## config.mk

```make
export PLATFORM = sky130hd
export DESIGN_NAME = controle_cancela
export DESIGN_NICKNAME = d
export VERILOG_FILES = /design/src/rtl/controle_cancela_pkg.sv /design/src/rtl/controle_cancela_borda.sv /design/src/rtl/controle_cancela.sv
export SDC_FILE = /design/constraint.sdc
export NUM_CORES = 1
export LEC_CHECK = 0
export CAP_MARGIN = 15
export CORE_ASPECT_RATIO = 0.8
export CORE_UTILIZATION = 55
export CTS_BUF_LIST = sky130_fd_sc_hd__clkbuf_8
export DETAILED_ROUTE_END_ITERATION = 10
export GPL_ROUTABILITY_DRIVEN = 1
export GPL_TIMING_DRIVEN = 0
export PLACE_DENSITY_LB_ADDON = 0.3
export RECOVER_POWER = 50
export REMOVE_ABC_BUFFERS = 1
export SETUP_SLACK_MARGIN = 0.02
export SLEW_MARGIN = 10
export SYNTH_ARGS = -nofsm -noshare
export SYNTH_HDL_FRONTEND = slang
export SYNTH_HIERARCHICAL = 1
export SYNTH_SLANG_ARGS = --single-unit
```

## constraint.sdc

```tcl
create_clock -name clk -period 6.05 [get_ports clk]
set_input_delay 1.21 -clock clk [delete_from_list [all_inputs] [get_ports clk]]
set_output_delay 1.21 -clock clk [all_outputs]
set_load 0.005 [all_outputs]
```

## src/rtl/controle_cancela_pkg.sv

```systemverilog
// Shared definitions for the entry barrier controller: state encoding,
// default timing values and the lot capacity shared with the counter stage.
package controle_cancela_pkg;

   typedef enum logic [1:0] {
      FECHADA  = 2'd0,
      ABRINDO  = 2'd1,
      ABERTA   = 2'd2,
      FECHANDO = 2'd3
   } estado_t;

   // Occupancy width of the counter stage; capacity must fit in it.
   localparam int unsigned OCUP_W            = 6;
   localparam int unsigned CAPACIDADE_PADRAO = 63;

   // Default phase durations in clock cycles (each 1..255).
   localparam int unsigned T_ABRIR_PADRAO    = 4;
   localparam int unsigned T_FECHAR_PADRAO   = 4;
   localparam int unsigned T_TIMEOUT_PADRAO  = 32;

   localparam int unsigned TIMER_W           = 8;

   // Timer load value for a phase lasting t cycles (timer counts t-1 down to 0).
   function automatic logic [TIMER_W-1:0] carga(input int unsigned t);
      return TIMER_W'(t - 1);
   endfunction

endpackage

```

## src/rtl/controle_cancela_borda.sv

```systemverilog
// Registered edge detector: keeps the previous sample of a synchronous
// level and flags rising and falling transitions against it.
module detector_borda (
   input  logic clk,
   input  logic reset,
   input  logic sinal_i,
   output logic subida_o,
   output logic descida_o
);

   logic anterior_q;

   // Previous-sample register, cleared by the active-low synchronous reset.
   always_ff @(posedge clk) begin
      if (!reset) anterior_q <= 1'b0;
      else        anterior_q <= sinal_i;
   end

   assign subida_o  = sinal_i & ~anterior_q;
   assign descida_o = ~sinal_i & anterior_q;

endmodule

```

## src/rtl/controle_cancela.sv

```systemverilog
// Entry barrier controller: opens on an accepted ticket request, waits for
// the car to cross the beam (or a timeout), then closes. Emits one entry
// pulse per car for the car-monitor stage and refuses entry when the lot is
// full or a flood condition is flagged.
import controle_cancela_pkg::*;

module controle_cancela #(
   parameter int unsigned CAPACIDADE = CAPACIDADE_PADRAO,
   parameter int unsigned T_ABRIR    = T_ABRIR_PADRAO,
   parameter int unsigned T_FECHAR   = T_FECHAR_PADRAO,
   parameter int unsigned T_TIMEOUT  = T_TIMEOUT_PADRAO
) (
   input  logic              clk,
   input  logic              reset,
   input  logic              pedido,
   input  logic              passagem,
   input  logic [OCUP_W-1:0] occupancy,
   input  logic              alerta,
   input  logic              emergencia,
   output logic              motor_abrir,
   output logic              motor_fechar,
   output logic              cancela_aberta,
   output logic              sensor_ent,
   output logic              negado,
   output logic              lotado
);

   estado_t              estado_q, estado_d;
   logic [TIMER_W-1:0]   timer_q, timer_d;
   logic                 carro_visto_q, carro_visto_d;
   // Set once the entry pulse was issued, so a safety reopen cannot count the same car twice.
   logic                 contado_q, contado_d;
   logic                 sensor_ent_q, sensor_ent_d;
   logic                 negado_q, negado_d;

   logic                 pedido_sobe, pedido_desce;
   logic                 passagem_sobe, passagem_desce;
   logic                 bordas_unused;

   detector_borda u_borda_pedido (
      .clk       (clk),
      .reset     (reset),
      .sinal_i   (pedido),
      .subida_o  (pedido_sobe),
      .descida_o (pedido_desce)
   );

   detector_borda u_borda_passagem (
      .clk       (clk),
      .reset     (reset),
      .sinal_i   (passagem),
      .subida_o  (passagem_sobe),
      .descida_o (passagem_desce)
   );

   assign bordas_unused = pedido_desce ^ passagem_sobe;

   assign lotado = ({{(32-OCUP_W){1'b0}}, occupancy} >= CAPACIDADE);

   // Next-state, timer and pulse decisions; any reload overrides the default decrement.
   always_comb begin
      estado_d      = estado_q;
      timer_d       = timer_q;
      carro_visto_d = carro_visto_q;
      contado_d     = contado_q;
      sensor_ent_d  = 1'b0;
      negado_d      = 1'b0;
      if (timer_q != '0) timer_d = timer_q - 1'b1;

      case (estado_q)
         FECHADA: begin
            if (pedido_sobe) begin
               if (lotado || alerta || emergencia) begin
                  negado_d = 1'b1;
               end else begin
                  estado_d = ABRINDO;
                  timer_d  = carga(T_ABRIR);
               end
            end
         end
         ABRINDO: begin
            if (emergencia) begin
               estado_d = FECHANDO;
               timer_d  = carga(T_FECHAR);
            end else if (timer_q == '0) begin
               estado_d = ABERTA;
               timer_d  = carga(T_TIMEOUT);
            end
         end
         ABERTA: begin
            if (passagem) begin
               // Vehicle under the barrier: remember it and freeze the timeout.
               carro_visto_d = 1'b1;
               timer_d       = timer_q;
            end else if (passagem_desce && carro_visto_q) begin
               sensor_ent_d = ~contado_q;
               contado_d    = 1'b1;
               estado_d     = FECHANDO;
               timer_d      = carga(T_FECHAR);
            end else if (emergencia || timer_q == '0) begin
               estado_d = FECHANDO;
               timer_d  = carga(T_FECHAR);
            end
         end
         FECHANDO: begin
            if (passagem) begin
               // Safety reopen; carro_visto is kept so the car is counted when it clears.
               estado_d = ABERTA;
               timer_d  = carga(T_TIMEOUT);
            end else if (timer_q == '0) begin
               estado_d      = FECHADA;
               carro_visto_d = 1'b0;
               contado_d     = 1'b0;
            end
         end
         default: begin
            estado_d = FECHADA;
            timer_d  = '0;
         end
      endcase
   end

   // State, timer, flags and registered pulses, with active-low synchronous reset.
   always_ff @(posedge clk) begin
      if (!reset) begin
         estado_q      <= FECHADA;
         timer_q       <= '0;
         carro_visto_q <= 1'b0;
         contado_q     <= 1'b0;
         sensor_ent_q  <= 1'b0;
         negado_q      <= 1'b0;
      end else begin
         estado_q      <= estado_d;
         timer_q       <= timer_d;
         carro_visto_q <= carro_visto_d;
         contado_q     <= contado_d;
         sensor_ent_q  <= sensor_ent_d;
         negado_q      <= negado_d;
      end
   end

   assign motor_abrir    = (estado_q == ABRINDO);
   assign motor_fechar   = (estado_q == FECHANDO);
   assign cancela_aberta = (estado_q == ABERTA);
   assign sensor_ent     = sensor_ent_q;
   assign negado         = negado_q;

endmodule

```

# Word level (Yosys, flattened, before mapping)
# Index checks and enable logic that the tools add are counted.
dict set report word_totals {
  reg_bits 16
  latch_bits 0
  mem_bits_rw 0
  mem_bits_ro 0
  in_bits 12
  out_inout_bits 6
  elab_cells 72
  memories 0
}
dict set report classes {
  n_addsub 1
  multipliers 0
  div_mod_pow 0
  order_cmp 1
  n_eq_ne 13
  n_shift 0
  muxes 28
  n_bitwise 8
  reduce_logical 13
}
# operator count
set op_table {}
lappend op_table {{$mux W8} 9}
lappend op_table {{$pmux W8 S4} 1}
lappend op_table {{$mux W2} 9}
lappend op_table {{$ne A2 B2 Y1 const B} 5}
lappend op_table {{$logic_not A8 Y1} 1}
lappend op_table {{$pmux W2 S4} 1}
lappend op_table {{$reduce_bool A8 Y1} 1}
lappend op_table {{$sub A8 B1 Y8 const B} 1}
lappend op_table {{$ge A6 B6 Y1 const B} 1}
lappend op_table {{$mux W1} 6}
lappend op_table {{$ne A3 B2 Y1 const B} 2}
lappend op_table {{$not A1 Y1} 6}
lappend op_table {{$reduce_and A6 Y1} 1}
lappend op_table {{$reduce_and A5 Y1} 1}
lappend op_table {{$eq A2 B2 Y1 const B} 2}
lappend op_table {{$ne A2 B1 Y1 const B} 2}
lappend op_table {{$pmux W1 S2} 2}
lappend op_table {{$reduce_and A4 Y1} 1}
lappend op_table {{$reduce_or A4 Y1} 1}
lappend op_table {{$logic_or A1 B1 Y1} 3}
lappend op_table {{$ne A3 B1 Y1 const B} 1}
lappend op_table {{$reduce_and A3 Y1} 1}
lappend op_table {{$and A1 B1 Y1} 2}
lappend op_table {{$eq A2 B1 Y1 const B} 1}
lappend op_table {{other kinds (3)} 3}

# Logic depth before layout (Yosys ltp)
# Gate-level depths: netlist (run 1).
dict set report depth {
  ltp_word 6
  depth_mapped 11
}

# Cells and area by module
# Netlist (run 1), hierarchy kept.
# mod n_inst cells_per_inst area_per_inst_um2 seq_area_each_um2
set modules_own_cells {}
lappend modules_own_cells {controle_cancela 1 118 935.9 280.3}
lappend modules_own_cells {detector_borda 2 4 38.8 20.0}

# Least setup slack after synthesis (run 1)
# Ideal clock, no wire load.
dict set report synth_path {
  kind {in2out}
  from {input occupancy[2]}
  to {output lotado}
  arrival_ns 1.453
  path_slack_ns 3.387
  path_stages 2
  path_buffers 0
  cell_sequence {nand4_1 -> nor2_1}
}
dict set report synth_between {
  elab_chain_cells 1
}
# item line_no
set synth_lines {}
lappend synth_lines {{from (decl)} controle_cancela.sv:17} ;# input logic [OCUP_W-1:0] occupancy,
lappend synth_lines {{$ge A6 B6 Y1} controle_cancela.sv:58} ;# assign lotado = ({{(32-OCUP_W){1'b0}}, occupancy} >= CAPACIDADE);
lappend synth_lines {{to (decl)} controle_cancela.sv:25} ;# output logic lotado
# No other way between the ends.

# Worst setup path in the final report (run 1)
# Ends and elaborated chain as after synthesis.

==> reports/metrics.cfg, run 1 <==
[pwr]
power_density_nw_per_um2=430
combPwrFrac=0.478
power.internal_uw=306
swShare=0.417
leakage_uw=0.000471
seq_power_share=0.339
power_switching_uw=219
clockPowerShare=0.183
ir_drop_v=0.000364
total_power_uw=525

[clock_tree]
numCtsBuffers=3
post-cts-setup-buffer-count=0
cts_num_sinks=16
clock_path_buffers=2
cts_resized=0
cts.reportedPaths.clkPinSlew_ns=0.06
htreeDepth=1
insertion_delay_ns=0.25
cts_tree=yes
ctsRootBufferMaster=clkbuf_8
hold_buffers=0

[placement]
routabilityCongestion=0.820
dpl.hpwl_microns=1670
port_buffers=17
pre_cts_ws_ns=2.38

[status]
status=finished clean

[timing]
fin_ws_ns=2.38
fmax_mhz=273
relSlewSlack=0.593
fin_setup_tns_ns=0
setup_violations=0
hold_viol_final=0
fin_worst_skew_ns=0.00286
slew_viol_final=0
period_needed_ns=3.67
fin_crit_sh=0.606
worstMarginPinSlew_ns=0.610
rsz0062_at_grt=no

[drt]
via_per_inst=6.12
finalWirelength_microns=2480
dr.first_iter.drc_count=49
drc=0
wl_per_cell_microns=15.3
drt-pass1-iter-count=4
ant_nets=0
vias=992

[die]
die_x_microns=49.7
dieArea_sq_um=2000
die_h_microns=40.2
rows=13
pin_count=18
initial_core_util=0.603
coreArea_sq_um=1660

[worst_setup_path]
worst-path-stages=4
cp-endpoint=lotado
r2r-end=timer_q[0]
reg2reg_from=timer_q[0]
critPathSlowestCell=clkdlybuf4s50_1
cp_top_family=buffers and inverters
crit_path_start=occupancy[2]
path_class=in -> out
path_max_fanout=2
worstPathCellList=clkdlybuf4s50_1, nand4_1, nor2_1, clkdlybuf4s50_1
endpoint_kind=output pin
rr_worst_depth=10
rrSetupSlack_ns=3.80
required_ns=4.84
cp-start-kind=primary input
max_stage_delay_ns=0.52
critPathBufInv=2
cp.arrival_ns=2.46
crit_path_frequent_cell=clkdlybuf4s50_1

[synth]
yosysWarnings=6
synthesis.area_sq_um=1000
syn_avg_cell_area_sq_um=8.07
netlist_instances=124

[global_routing]
grt-ovfl-total=0
grt_pass1_wl_microns=3970
grt_pass1_vias=880
antenna_found_initial=0
grt_max_degree=20
track_usage=0.274

[cells_and_area]
insertedDiodeCount=0
regArea_sq_um=320
area_growth_pct=22.1
final_cell_mix=dfxtp_1, clkdlybuf4s50_1, nor2_1
fillers=138
nNetsFinal=155
final_common_cell=dfxtp_1
layout-drive-gt1-share=0.0786
multi_input_area_sq_um=624

[job]
maxCapViolCount=0

[worst_hold_path]
hold_path_class=reg -> reg

power by group through the flow:
stage	logic, uW	registers (uW)	clock network (uW)
after floorplan	192	168	0
after global placement	238	175	0
after detailed placement	243	179	0
after CTS	247	177	98.4
after global routing	277	184	100
final	251	178	96.0
metal layers:
metal | vias up | track usage | part of all wire
li1 | 485 | - | -
met1 | 464 | 0.345 | 0.45
met2 | 39 | 0.463 | 0.48
met3 | 4 | 0.0758 | 0.059
met4 | 0 | 0.0929 | 0.0077
met5 | - | 0 | 0
registers in the layout (all words and copies together) (netlist names):
register and cells:
timer_q 8, estado_q 2, carro_visto_q 1, contado_q 1, negado 1, sensor_ent 1
u_borda_passagem/anterior_q 1, u_borda_pedido/anterior_q 1
how the worst min path moves through the flow:
stage               startpoint         end  slack, ns  cells past startpoint
finish               contado_q  sensor_ent       0.46                      1
CTS                  contado_q  sensor_ent       0.46                      1
global placement     contado_q  sensor_ent       0.44                      1
floorplan            contado_q  sensor_ent       0.42                      1
global route         contado_q  sensor_ent       0.48                      1
detailed placement   contado_q  sensor_ent       0.45                      1
layout make-up:
class                   count  share of cell area
well taps                  22              0.0225
flip-flops and latches     16               0.262
clock buffers               4              0.0450
repair buffers             17               0.139
multi-input cells          97               0.511
inverters                   6              0.0205
through the flow:
step | std cells | hold slack, ns | cell area, sq um | utilization
floorplan | 119 | 0.418 | 970 | -
global placement | 158 | 0.441 | 1170 | 0.704
detailed placement | 158 | 0.448 | 1170 | 0.704
CTS | 162 | 0.462 | 1220 | 0.737
global route | 162 | 0.475 | 1220 | 0.737
finish | 162 | 0.459 | 1220 | 0.737
No activity file was read; power rests on OpenSTA's default activity.
==> run 2: changes to the inputs <==
Settings changed: CORE_UTILIZATION 55 to 48.
Clock period 6.05 ns to 3.2 ns, I/O delays scaled along.
==> reports/metrics.cfg, run 2 (synthesis results as in run 1) <==
[placement]
placed_cells=160  ; +1.3%
pre_cts_ws_ns=0.657  ; -1.72 ns
dpl.hpwl_microns=1700  ; +2.2%
routabilityCongestion=0.847  ; +3.3%
port_buffers=17  ; unchanged

[clock_tree]
clock_path_buffers=2  ; unchanged
cts_num_sinks=16  ; unchanged
ctsRootBufferMaster=clkbuf_8
cts_tree=yes
cts_resized=0  ; unchanged
insertion_delay_ns=0.26  ; about the same
numCtsBuffers=3  ; unchanged
post-cts-setup-buffer-count=0  ; unchanged
cts.reportedPaths.clkPinSlew_ns=0.07  ; about the same
htreeDepth=1  ; unchanged
hold_buffers=0  ; unchanged

[cells_and_area]
layout-drive-gt1-share=0.0643  ; -0.0143
top_register=timer_q
area_growth_pct=21.5
fin_cells=164  ; +1.2%
nNetsFinal=155  ; unchanged
insertedDiodeCount=0  ; unchanged
final_common_cell=dfxtp_1
final_cell_mix=dfxtp_1, clkdlybuf4s50_1, nor2_1
reg_top3=timer_q x8, estado_q x2
fillers=183  ; +33%
largest_reg_flops=8  ; unchanged

[status]
status=finished clean

[pwr]
power_density_nw_per_um2=814  ; +89%
clockPowerShare=0.184  ; about the same
swShare=0.418  ; +0.000958
combPwrFrac=0.480  ; +0.002
power_switching_uw=414  ; +89%
power.internal_uw=576  ; +88%
ir_drop_v=0.000512  ; +40%
seq_power_share=0.336  ; -0.003
leakage_uw=0.000469  ; -0.61%

[timing]
fin_setup_tns_ns=0  ; unchanged
slew_viol_final=0  ; unchanged
relSlewSlack=0.612  ; +0.0191
fin_crit_sh=0.784
fin_ws_ns=0.692  ; -1.69 ns
fin_worst_skew_ns=0.00798  ; +0.00512 ns
fmax_mhz=399
hold_viol_final=0  ; unchanged
period_needed_ns=2.51
rsz0062_at_grt=no
setup_violations=0  ; unchanged
worstMarginPinSlew_ns=0.580  ; -0.0297 ns

[worst_setup_path]
path_max_fanout=2  ; unchanged
cp.arrival_ns=1.87  ; -0.59 ns
cp-start-kind=primary input
critPathSlowestCell=clkdlybuf4s50_1
crit_path_frequent_cell=clkdlybuf4s50_1
crit_path_start=occupancy[3]
critPathBufInv=2  ; unchanged
required_ns=2.56  ; -2.28 ns
cp_top_family=buffers and inverters
worstPathCellList=clkdlybuf4s50_1, nand4_1, nor2_1, clkdlybuf4s50_1
reg2reg_from=timer_q[0]
path_class=in -> out
max_stage_delay_ns=0.52  ; about the same
endpoint_kind=output pin

[global_routing]
track_usage=0.245  ; -0.0287
grt-ovfl-total=0  ; unchanged
grt_max_degree=20  ; unchanged
grt_pass1_wl_microns=3970  ; +0.18%
grt_pass1_vias=892  ; +1.4%
antenna_found_initial=0  ; unchanged

[die]
coreArea_sq_um=1930  ; +16%
dieArea_sq_um=2270  ; +14%
die_h_microns=42.8  ; +6.7%
die_x_microns=53.1  ; +6.8%
initial_core_util=0.519  ; -0.0838
rows=14  ; +1
pin_count=18  ; unchanged

[drt]
drt-pass1-iter-count=4  ; unchanged
dr.first_iter.drc_count=23  ; -53%
via_per_inst=5.88  ; -3.9%
ant_nets=0  ; unchanged
wl_met3_microns=131  ; -10%
vias=965  ; -2.7%
wl_per_cell_microns=14.9  ; -2.4%
top_layer=met4
drc=0  ; unchanged
met1_length_microns=1200  ; +6.5%
met2_wirelength_microns=1100  ; -7.3%
finalWirelength_microns=2450  ; -1.2%

[job]
maxCapViolCount=0  ; unchanged

[worst_hold_path]
hold_path_class=reg -> reg
min_from=contado_q

## run 2: per-stage QoR
stage	total power (uW)	util	instance area (sq um)	hold slack, ns
3_5_place_dp	800	0.607	1170	0.454
6_report	990	0.631	1220	0.464
5_1_grt	1060	0.631	1220	0.506
2_1_floorplan	679	-	970	0.418
4_1_cts	997	0.636	1220	0.464
3_3_place_gp	783	0.607	1170	0.437
## run 2: final timing paths
path | to | slack (ns) | cells after the start
worst max-delay path | lotado | 0.69 | 4
worst min-delay path | sensor_ent | 0.46 | 1
worst max register to register | timer_q[0] | 0.75 | 10
worst min register to register | sensor_ent | 0.46 | 1
## run 2: routing by layer
metal,GRT usage,vias to the layer above
met1,0.321,455
li1,-,483
met4,0.0842,0
met2,0.375,25
met3,0.0789,2
met5,0,-
## run 2: cell type report
class,count,area (sq um),area share
Multi-Input combinational cell,97,616,0.506
Sequential cell,16,320,0.263
Timing Repair Buffer,17,170,0.140
Clock buffer,4,55.1,0.0453
Tap cell,24,30.0,0.0247
Inverter,6,25.0,0.0206
## run 2: power groups by stage
stage	logic (uW)	registers [uW]	clock network [uW]
after floorplan	362	317	0
after global placement	453	331	0
after detailed placement	461	338	0
after CTS	479	334	185
after global routing	523	342	195
final	475	333	182
## run 2: worst register-to-register path: stages (launching register included)
cell     delay [ns]
dfxtp_1        0.36
inv_1          0.07
ha_1           0.18
nor3b_1        0.50
nand2_2        0.17
nor3_4         0.30
inv_4          0.12
ha_1           0.31
o32a_1         0.16
a21oi_1        0.13
nor2_1         0.06
